[config.mk]
export PLATFORM = sky130hd
export DESIGN_NAME = spi_read
export DESIGN_NICKNAME = d
export VERILOG_FILES = /design/src/rtl/spi_read.sv
export SDC_FILE = /design/constraint.sdc
export NUM_CORES = 1
export LEC_CHECK = 0
export ABC_AREA = 1
export ABC_CLOCK_PERIOD_IN_PS = 1900
export CAP_MARGIN = 30
export CORE_ASPECT_RATIO = 1.25
export CORE_MARGIN = 3
export CORE_UTILIZATION = 60
export CTS_CLUSTER_DIAMETER = 60
export DETAILED_ROUTE_END_ITERATION = 12
export DONT_BUFFER_PORTS = 1
export GPL_ROUTABILITY_DRIVEN = 0
export PLACE_DENSITY = 0.76
export SLEW_MARGIN = 15
export SYNTH_ARGS = -nofsm -noshare
export SYNTH_HDL_FRONTEND = slang
export SYNTH_SLANG_ARGS = --single-unit
[constraint.sdc]
create_clock -name clk -period 1.9 [get_ports clk]
set_input_delay 0.285 -clock clk [delete_from_list [all_inputs] [get_ports clk]]
set_output_delay 0.285 -clock clk [all_outputs]
set_load 0.02 [all_outputs]
[src/rtl/spi_read.sv]
// SPI mode-0 read slave: an 8-bit address phase selects this instance, then the
// captured inport word is shifted out on miso MSB first, with clr pulsed on completion.
module spi_read #(
  parameter int unsigned Nbit      = 32,
  parameter logic [7:0]  param_adr = 8'h01
) (
  input  logic            clk,
  input  logic            srstb,
  input  logic            sclk,
  input  logic            mosi,
  output logic            miso,
  input  logic            cs,
  output logic            clr,
  input  logic [Nbit-1:0] inport
);

  localparam int unsigned CntW = 6;
  localparam logic [CntW-1:0] AddrLast = CntW'(7);
  localparam logic [CntW-1:0] DataLast = CntW'(Nbit - 1);

  typedef enum logic [1:0] {StIdle, StAddr, StData, StDone} state_e;

  logic            sclk_s1, sclk_s2, sclk_p;
  logic            mosi_s1, mosi_s2;
  logic            cs_s1, cs_s2, cs_p;
  state_e          state_q, state_d;
  logic [CntW-1:0] cnt_q, cnt_d;
  logic [7:0]      addr_q, addr_d;
  logic [Nbit-1:0] sr_q, sr_d;
  logic            miso_q, miso_d;
  logic            clr_q, clr_d;

  logic            sclk_rise, sclk_fall, cs_fall;
  logic [7:0]      addr_next;

  // Synchronizers plus a delayed copy for edge detection. cs_p resets low so a
  // cs held low across reset never looks like a falling edge.
  always_ff @(posedge clk or negedge srstb) begin
    if (!srstb) begin
      sclk_s1 <= 1'b0;
      sclk_s2 <= 1'b0;
      sclk_p  <= 1'b0;
      mosi_s1 <= 1'b0;
      mosi_s2 <= 1'b0;
      cs_s1   <= 1'b0;
      cs_s2   <= 1'b0;
      cs_p    <= 1'b0;
    end else begin
      sclk_s1 <= sclk;
      sclk_s2 <= sclk_s1;
      sclk_p  <= sclk_s2;
      mosi_s1 <= mosi;
      mosi_s2 <= mosi_s1;
      cs_s1   <= cs;
      cs_s2   <= cs_s1;
      cs_p    <= cs_s2;
    end
  end

  assign sclk_rise = sclk_s2 & ~sclk_p;
  assign sclk_fall = ~sclk_s2 & sclk_p;
  assign cs_fall   = ~cs_s2 & cs_p;
  assign addr_next = {addr_q[6:0], mosi_s2};

  always_ff @(posedge clk or negedge srstb) begin
    if (!srstb) begin
      state_q <= StIdle;
      cnt_q   <= '0;
      addr_q  <= '0;
      sr_q    <= '0;
      miso_q  <= 1'b0;
      clr_q   <= 1'b0;
    end else begin
      state_q <= state_d;
      cnt_q   <= cnt_d;
      addr_q  <= addr_d;
      sr_q    <= sr_d;
      miso_q  <= miso_d;
      clr_q   <= clr_d;
    end
  end

  always_comb begin
    state_d = state_q;
    cnt_d   = cnt_q;
    addr_d  = addr_q;
    sr_d    = sr_q;
    miso_d  = miso_q;
    clr_d   = 1'b0;

    if (cs_s2) begin
      state_d = StIdle;
      cnt_d   = '0;
      miso_d  = 1'b0;
    end else begin
      unique case (state_q)
        StIdle: begin
          miso_d = 1'b0;
          cnt_d  = '0;
          if (cs_fall) begin
            state_d = StAddr;
          end
        end
        StAddr: begin
          miso_d = 1'b0;
          if (sclk_rise) begin
            addr_d = addr_next;
            if (cnt_q == AddrLast) begin
              cnt_d = '0;
              if (addr_next == param_adr) begin
                sr_d    = inport;
                state_d = StData;
              end else begin
                state_d = StDone;
              end
            end else begin
              cnt_d = cnt_q + CntW'(1);
            end
          end
        end
        StData: begin
          // The first fall after the capture presents bit Nbit-1; later falls
          // present the following bits as the register shifts left.
          if (sclk_fall) begin
            miso_d = sr_q[Nbit-1];
            sr_d   = sr_q << 1;
          end
          if (sclk_rise) begin
            if (cnt_q == DataLast) begin
              clr_d   = 1'b1;
              miso_d  = 1'b0;
              state_d = StDone;
            end else begin
              cnt_d = cnt_q + CntW'(1);
            end
          end
        end
        StDone: begin
          miso_d = 1'b0;
        end
        default: begin
          state_d = StIdle;
          miso_d  = 1'b0;
        end
      endcase
    end
  end

  assign miso = miso_q;
  assign clr  = clr_q;

endmodule

* Word level (Yosys, flattened, before mapping) *
Cells that the tools add are included.

word-level totals
  register bits after elaboration = 57

cells by class
  add/subtract/negate cells = 1
  equality and inequality tests = 16
  muxes and demuxes = 28
  bitwise gates (word level) = 6
  reduce and logical (&&, ||, !) cells = 8

operator list
  kind                 count
  $mux 32              4
  $pmux 32 s2          1
  $mux 6               5
  $ne 3x3->1 const B   6
  $pmux 6 s3           1
  $mux 2               6
  $reduce_and 6->1     2
  $mux 1               9
  $eq 8x1->1 const B   1
  $ne 2x2->1 const B   4
  $add 6x1->6 const B  1
  $eq 6x3->1 const B   1
  $eq 6x5->1 const B   1
  $pmux 2 s3           1
  $eq 2x2->1 const B   2
  $reduce_and 4->1     1
  $reduce_bool 4->1    1
  $and 1x1->1          3
  $not 1->1            3
  $reduce_and 3->1     1
  $reduce_or 3->1      1
  $eq 2x1->1 const B   1
  $logic_not 2->1      1
  $pmux 1 s2           1
  $reduce_bool 2->1    1

* Logic depth before layout (Yosys ltp) *
Gate-level depths: netlist of the first run.

  depth after elaboration = 7
  depth in mapped cells = 12

* Worst setup path before layout of the first run *
OpenSTA, ideal clock, no wires.

  kind = reg-to-reg
  start = reg state_q[0]
  end = reg sr_q[0]
  setup time = 0.116 ns
  arrival time = 1.503 ns
  required time = 1.784 ns
  slack = 0.281 ns
  stages on the path, launching flop included = 11
  path buffers = 2
  cells stage by stage = dfrtp_1 -> inv_1 -> ha_1 -> buf_2 -> nand2_1 -> nand3_2 -> a21oi_4 -> nand2_4 -> buf_6 -> nand2_1 -> nand2_1

between the ends
  word-level cells in the longest chain between the ends = 3
  elaborated cells on any way between the ends = 9

RTL lines
  element                                                           line  RTL
  start, declared                                                   26    state_e state_q, state_d;
  start signal, assigned                                            67    state_q <= StIdle;
  start signal, assigned                                            74    state_q <= state_d;
  $eq 2x1->1 or $eq 2x2->1 (tied branches)                          96    unique case (state_q)
  $ne 2x2->1 (no source line) or $reduce_bool 2->1 (tied branches)  --
  $reduce_and 6->1 (no source line)                                 --
  end signal, assigned                                              77    sr_q <= sr_d;
  end, declared                                                     29    logic [Nbit-1:0] sr_q, sr_d;

Several ways; a longest one is shown, not always the timed one.
A chain may end at the register's enable or synchronous reset.

* Worst setup path after layout of the first run *
  start = reg state_q[1]
  end = reg sr_q[22]

Same word-level chain as after synthesis.

==> results.py, run 1 <==
metrics = {
    "synth": {
        "synth-xor-area-share": 0.00293,
        "avgSynthCellArea_um2": 7.34,
        "synthDistinctLibCells": 28,
        "ys_warn_count": 0,
        "synthCells": 407,
        "synth_area_mm2": 0.00299,
        "muxShareOfSynthArea": 0,
        "synth_top_family_by_area": "simple AND/OR/NAND/NOR gates",
        "ys_ff_latch": 57,
        "synth-simple-area-share": 0.394,
        "syn_nets": 449,
        "ys_seq_area_frac": 0.478,
        "synthAdderAreaFrac": 0.0209,
        "synth-compound-area-share": 0.0302,
    },
    "timing": {
        "drv_slew": 0,
        "tightest_slew_ns": 0.340,
        "period_needed_ns": 1.75,
        "slew_headroom": 0.773,
        "rsz0062_at_grt": "no",
        "fin_setup_tns_ns": 0,
        "fin_ws_ns": 0.154,
        "holdWs_ns": 0.172,
        "setup_viol": 0,
        "finClkSkew_ns": 0.00408,
        "hold_violations": 0,
        "fmax_mhz": 573,
        "period_share": 0.919,
    },
    "place": {
        "place_area_mm2": 0.00301,
        "hpwl_mm": 4.08,
        "dpl_worst_slack_ns": 0.150,
        "numPortBuffers": 0,
    },
    "worst_hold_path": {
        "min_path_type": "in -> reg",
    },
    "die": {
        "die_area_mm2": 0.00587,
        "num_io_pins": 39,
        "fp.dieW_um": 69.1,
        "coreArea_mm2": 0.00476,
        "start_util": 0.627,
        "die_h_um": 84.9,
        "num_rows": 28,
    },
    "routing": {
        "route.detailed.drc": 0,
        "ant_nets": 0,
        "route.detailed.vias_per_inst": 5.24,
        "drt_iter0_markers": 158,
        "drt-total-wl_mm": 6.05,
        "vias": 2505,
        "first_pass_iters": 4,
        "post_drt_wl_per_cell_um": 12.7,
    },
    "layout": {
        "final_cell_area_mm2": 0.00330,
        "final_nets": 456,
        "diodes": 0,
        "area_growth_pct": 10.6,
        "mostFrequentLayoutCells": "nand2_1 (213), dfrtp_1 (57), nand3_1 (41)",
        "final_common_cell": "nand2_1",
        "final_layout_size_suffix_gt1_frac": 0.0957,
    },
    "global_routing": {
        "grt_max_degree": 58,
        "grt_first_pass_wirelength_mm": 10.6,
        "grt_pass1_vias": 2410,
        "antenna_found_initial": 0,
        "grtUsageTotal": 0.226,
        "grt_overflow": 0,
    },
    "critical_path": {
        "cp_max_fo": 32,
        "critPathCaptureType": "flip-flop",
        "cp.required_ns": 2.11,
        "critical_path_class": "reg -> reg",
        "arrival_ns": 1.96,
        "crit_path_start_kind": "flip-flop",
    },
    "clock_tree": {
        "cts_made_buffers": 9,
        "cts.sinks": 57,
        "cts_resized": 0,
        "path_clk_slew_ns": 0.06,
        "insertion_delay_ns": 0.32,
        "cts-root-buf": "clkbuf_8",
        "cts_htree_levels": 3,
        "cts_hold_buffers": 5,
        "clk_path_buf_depth": 2,
        "cts_setup_buffers": 0,
        "cts_tree": "done",
    },
    "power": {
        "power_leakage_nw": 1.79,
        "ir_drop_mv": 0.911,
        "p_per_area_mw_per_mm2": 1410,
        "total_power_mw": 4.65,
    },
    "job": {
        "drv_cap": 0,
    },
    "outcome": {
        "run_status": "completed",
    },
}
[power by group]
group	total (mW)	internal, mW	switching (mW)
logic	1.52	0.509	1.01
registers	1.84	1.63	0.219
clock network	1.29	0.840	0.450
[final timing paths]
check / startpoint / endpoint / slack (ns) / cells after the start
worst max-delay path: state_q[1] / sr_q[22] / 0.15 / 9
max in group asynchronous: srstb / sr_q[22] / 1.17 / 2
worst min register to register: cs_s1 / cs_s2 / 0.35 / 0
min in group asynchronous: srstb / sclk_p / 0.48 / 2
worst max register to register: state_q[1] / sr_q[22] / 0.15 / 9
worst min-delay path: inport[0] / sr_q[0] / 0.17 / 4
[per-stage QoR]
stage / utilization / instances
global placement: 0.631 / 458
global route: 0.693 / 478
CTS: 0.693 / 478
detailed placement: 0.631 / 458
floorplan: - / 407
finish: 0.693 / 478
[cells by family (layout without fill, tap and decap cells)]
family                   count (synthesis)  after routing
flip-flops                              57             57
AND/OR/NAND/NOR                        285            285
buffers and inverters                   44             55
AO/OA/AOI/OAI                           15             15
adder cells (fa/ha/maj)                  5              5
XOR/XNOR                                 1              1
[sequential cells by signal (all words and copies together) (netlist names)]
register and flops:
cs_s2 1, state_q 2, mosi_s1 1, miso 1
addr_q 7, sclk_s1 1, sr_q 32, sclk_s2 1
cs_p 1, cnt_q 6, mosi_s2 1, clr 1
sclk_p 1, cs_s1 1
[per-layer routing]
layer / global-route usage / up-vias / wire, um
met3: 0.0581 / 6 / 206
met5: 0 / - / 0
met2: 0.378 / 54 / 3070
met4: 0.0746 / 0 / 53
li1: - / 1270 / -
met1: 0.287 / 1175 / 2720
[layout make-up]
type / count / area [um^2]
Multi-Input combinational cell: 306 / 1340
Fill cell: 414 / 1460
Clock buffer: 13 / 169
Clock inverter: 2 / 60.1
Timing Repair Buffer: 14 / 135
Sequential cell: 57 / 1430
Tap cell: 60 / 75.1
Inverter: 26 / 98.8
[Yosys cell counts]
cell       number  area share
buf_4           1      0.0025
buf_6           6       0.023
nor3_1          1      0.0017
nand2_2         2      0.0042
nand3_4         1      0.0059
nor4_1          1      0.0021
nor2_1         18       0.023
dfrtp_1        57        0.48
buf_2           5      0.0084
nand2_1       213        0.27
inv_1          20       0.025
inv_2           5      0.0063
buf_1           3      0.0038
ha_1            5       0.021
o2111ai_1       1      0.0029
nand3_1        41       0.069
a21oi_4         1      0.0054
o21ai_0         2      0.0034
a21oi_1         4      0.0067
xor2_1          1      0.0029
o21ai_1         7       0.012
nand3_2         1      0.0034
clkinv_2        1      0.0017
nand4_1         2      0.0042
nand2_4         1      0.0038
nor2_4          1      0.0038
nor2_2          3      0.0063
clkbuf_1        3      0.0038
[worst max-delay path, cell delays in order (launching register included)]
cell and delay, ns:
dfrtp_1 0.41, inv_1 0.09, ha_1 0.29, nor2_2 0.07, nor2_2 0.10, nand3_2 0.09, a21oi_4 0.17, nand2_4 0.23
nand2_1 0.13, nand2_1 0.06
(Power assumes the default switching activity.)
==> inputs of run 2 (changes only) <==
--- a/config.mk
+++ b/config.mk
@@ -16,6 +16,7 @@
 export DONT_BUFFER_PORTS = 1
 export GPL_ROUTABILITY_DRIVEN = 0
 export PLACE_DENSITY = 0.76
+export SETUP_SLACK_MARGIN = 0.2
 export SLEW_MARGIN = 15
 export SYNTH_ARGS = -nofsm -noshare
 export SYNTH_HDL_FRONTEND = slang
==> results.py, run 2 (synthesized netlist as in run 1, its figures left out) <==
metrics = {
    "outcome": {
        "run_status": "completed",
    },
    "layout": {
        "reg.largest.list": "sr_q x32, addr_q x7, cnt_q x6",
        "area_growth_pct": 15.6,
        "diodes": 0,
        "nFillCells": 375,
        "largest_reg_flops": 32,
        "final_common_cell": "nand2_1",
        "mostFrequentLayoutCells": "nand2_1 (211), dfrtp_1 (56), nand3_1 (41)",
        "final_nets": 462,
        "regMostFlops": "sr_q",
        "final_layout_size_suffix_gt1_frac": 0.127,
    },
    "die": {
        "num_rows": 28,
        "fp.dieW_um": 69.1,
        "start_util": 0.627,
        "die_area_mm2": 0.00587,
        "die_h_um": 84.9,
        "coreArea_mm2": 0.00476,
        "num_io_pins": 39,
    },
    "clock_tree": {
        "insertion_delay_ns": 0.33,
        "cts_tree": "done",
        "cts_made_buffers": 9,
        "cts.sinks": 57,
        "cts-root-buf": "clkbuf_8",
        "path_clk_slew_ns": 0.06,
        "cts_htree_levels": 3,
        "clk_path_buf_depth": 2,
    },
    "power": {
        "power_leakage_nw": 1.84,
        "swShare": 0.370,
        "p_clk_frac": 0.263,
        "power_frac_seq": 0.377,
        "p_switching_mw": 1.83,
        "p_per_area_mw_per_mm2": 1430,
        "ir_drop_mv": 0.888,
        "p_int_mw": 3.11,
        "pwr-share-comb": 0.360,
    },
    "critical_path": {
        "slowest_stage": "dfrtp_1",
        "cp.required_ns": 2.12,
        "cp_max_fo": 8,
        "crit_buf_inv": 2,
        "cpPeakStageDelay_ns": 0.43,
        "crit_path_start_kind": "flip-flop",
        "cp_top_family": "simple AND/OR/NAND/NOR gates",
        "path_cells": "inv_2 -> ha_4 -> nor2_2 -> nor2_2 -> nand3_2 -> a21oi_4 -> buf_12 -> nand2_4 -> nand2_1 -> nand2_1",
        "critical_path_class": "reg -> reg",
        "critPathCaptureType": "flip-flop",
        "arrival_ns": 1.84,
    },
    "global_routing": {
        "grt_first_pass_wirelength_mm": 11.1,
        "grt_pass1_vias": 2434,
        "antenna_found_initial": 0,
        "grt_overflow": 0,
        "grtUsageTotal": 0.235,
        "grt_max_degree": 58,
    },
    "routing": {
        "drt-total-wl_mm": 6.66,
        "ant_nets": 0,
        "route.detailed.vias_per_inst": 5.36,
        "route.detailed.drc": 0,
        "first_pass_iters": 4,
        "drt_iter0_markers": 183,
        "vias": 2596,
        "post_drt_wl_per_cell_um": 13.8,
    },
    "timing": {
        "setup_viol": 0,
        "holdWs_ns": 0.165,
        "fin_setup_tns_ns": 0,
        "finClkSkew_ns": 0.00335,
        "rsz0062_at_grt": "no",
        "drv_slew": 0,
        "tightest_slew_ns": 0.357,
        "period_share": 0.853,
        "fmax_mhz": 617,
        "slew_headroom": 0.761,
        "period_needed_ns": 1.62,
        "hold_violations": 0,
    },
    "place": {
        "numPortBuffers": 0,
        "hpwl_mm": 4.08,
    },
    "worst_hold_path": {
        "min_path_type": "in -> reg",
    },
    "job": {
        "drv_cap": 0,
    },
}
[run 2: what timing repair did]
item	in CTS	in global routing
cloned	2	1
hold buffers	5	0
pin swaps	0	1
endpoints found under the setup margin	32	36
setup buffers	1	2
resized for setup	9	9
hold endpoints to repair	60	0
[run 2: worst paths after layout]
path	start	end	slack [ns]	cells after the start
setup / recovery	state_q[0]	sr_q[21]	0.28	10
hold / removal	inport[0]	sr_q[0]	0.16	4
setup reg to reg	state_q[0]	sr_q[21]	0.28	10
hold reg to reg	cs_s1	cs_s2	0.35	0
max in group asynchronous	srstb	state_q[1]	1.17	2
min in group asynchronous	srstb	sclk_p	0.47	2
[run 2: per-layer routing]
layer / part of all wire / wire [um] / global-route usage / vias to the layer above
met2: 0.53 / 3500 / 0.401 / 68
li1: - / - / - / 1284
met1: 0.42 / 2830 / 0.305 / 1234
met5: 0 / 0 / 0 / -
met3: 0.038 / 253 / 0.0403 / 10
met4: 0.012 / 80 / 0.0746 / 0
[run 2: final cells by class]
type / count / area, um^2 / share of cell area
multi-input cells: 308 / 1400 / 0.406
clock inverters: 2 / 60.1 / 0.0174
clock buffers: 13 / 169 / 0.0489
repair buffers: 18 / 220 / 0.0638
well taps: 60 / 75.1 / 0.0217
flip-flops and latches: 57 / 1430 / 0.413
inverters: 26 / 98.8 / 0.0286
[run 2: power groups by stage]
stage	clock network, mW	logic [mW]	registers [mW]
CTS	1.31	1.67	1.85
floorplan	0	1.25	1.81
finish	1.30	1.78	1.86
global route	1.38	2.02	1.90
global placement	0	1.44	1.85
detailed placement	0	1.50	1.86
[run 2: metrics by stage]
stage               power (mW)  area (um^2)  std cells  utilization  worst slack (ns)
finish                    4.94         3450        484        0.725             0.280
global placement          3.29         3010        458        0.631             0.215
detailed placement        3.35         3010        458        0.631             0.150
floorplan                 3.06         2990        407            -             0.281
CTS                       4.83         3390        481        0.711             0.203
global route              5.31         3450        484        0.725             0.204
[run 2: worst min-delay path, delay by kind of cell]
kind	cells	cell delay, ns
simple gates	3	0.14
buf+inv	1	0.03
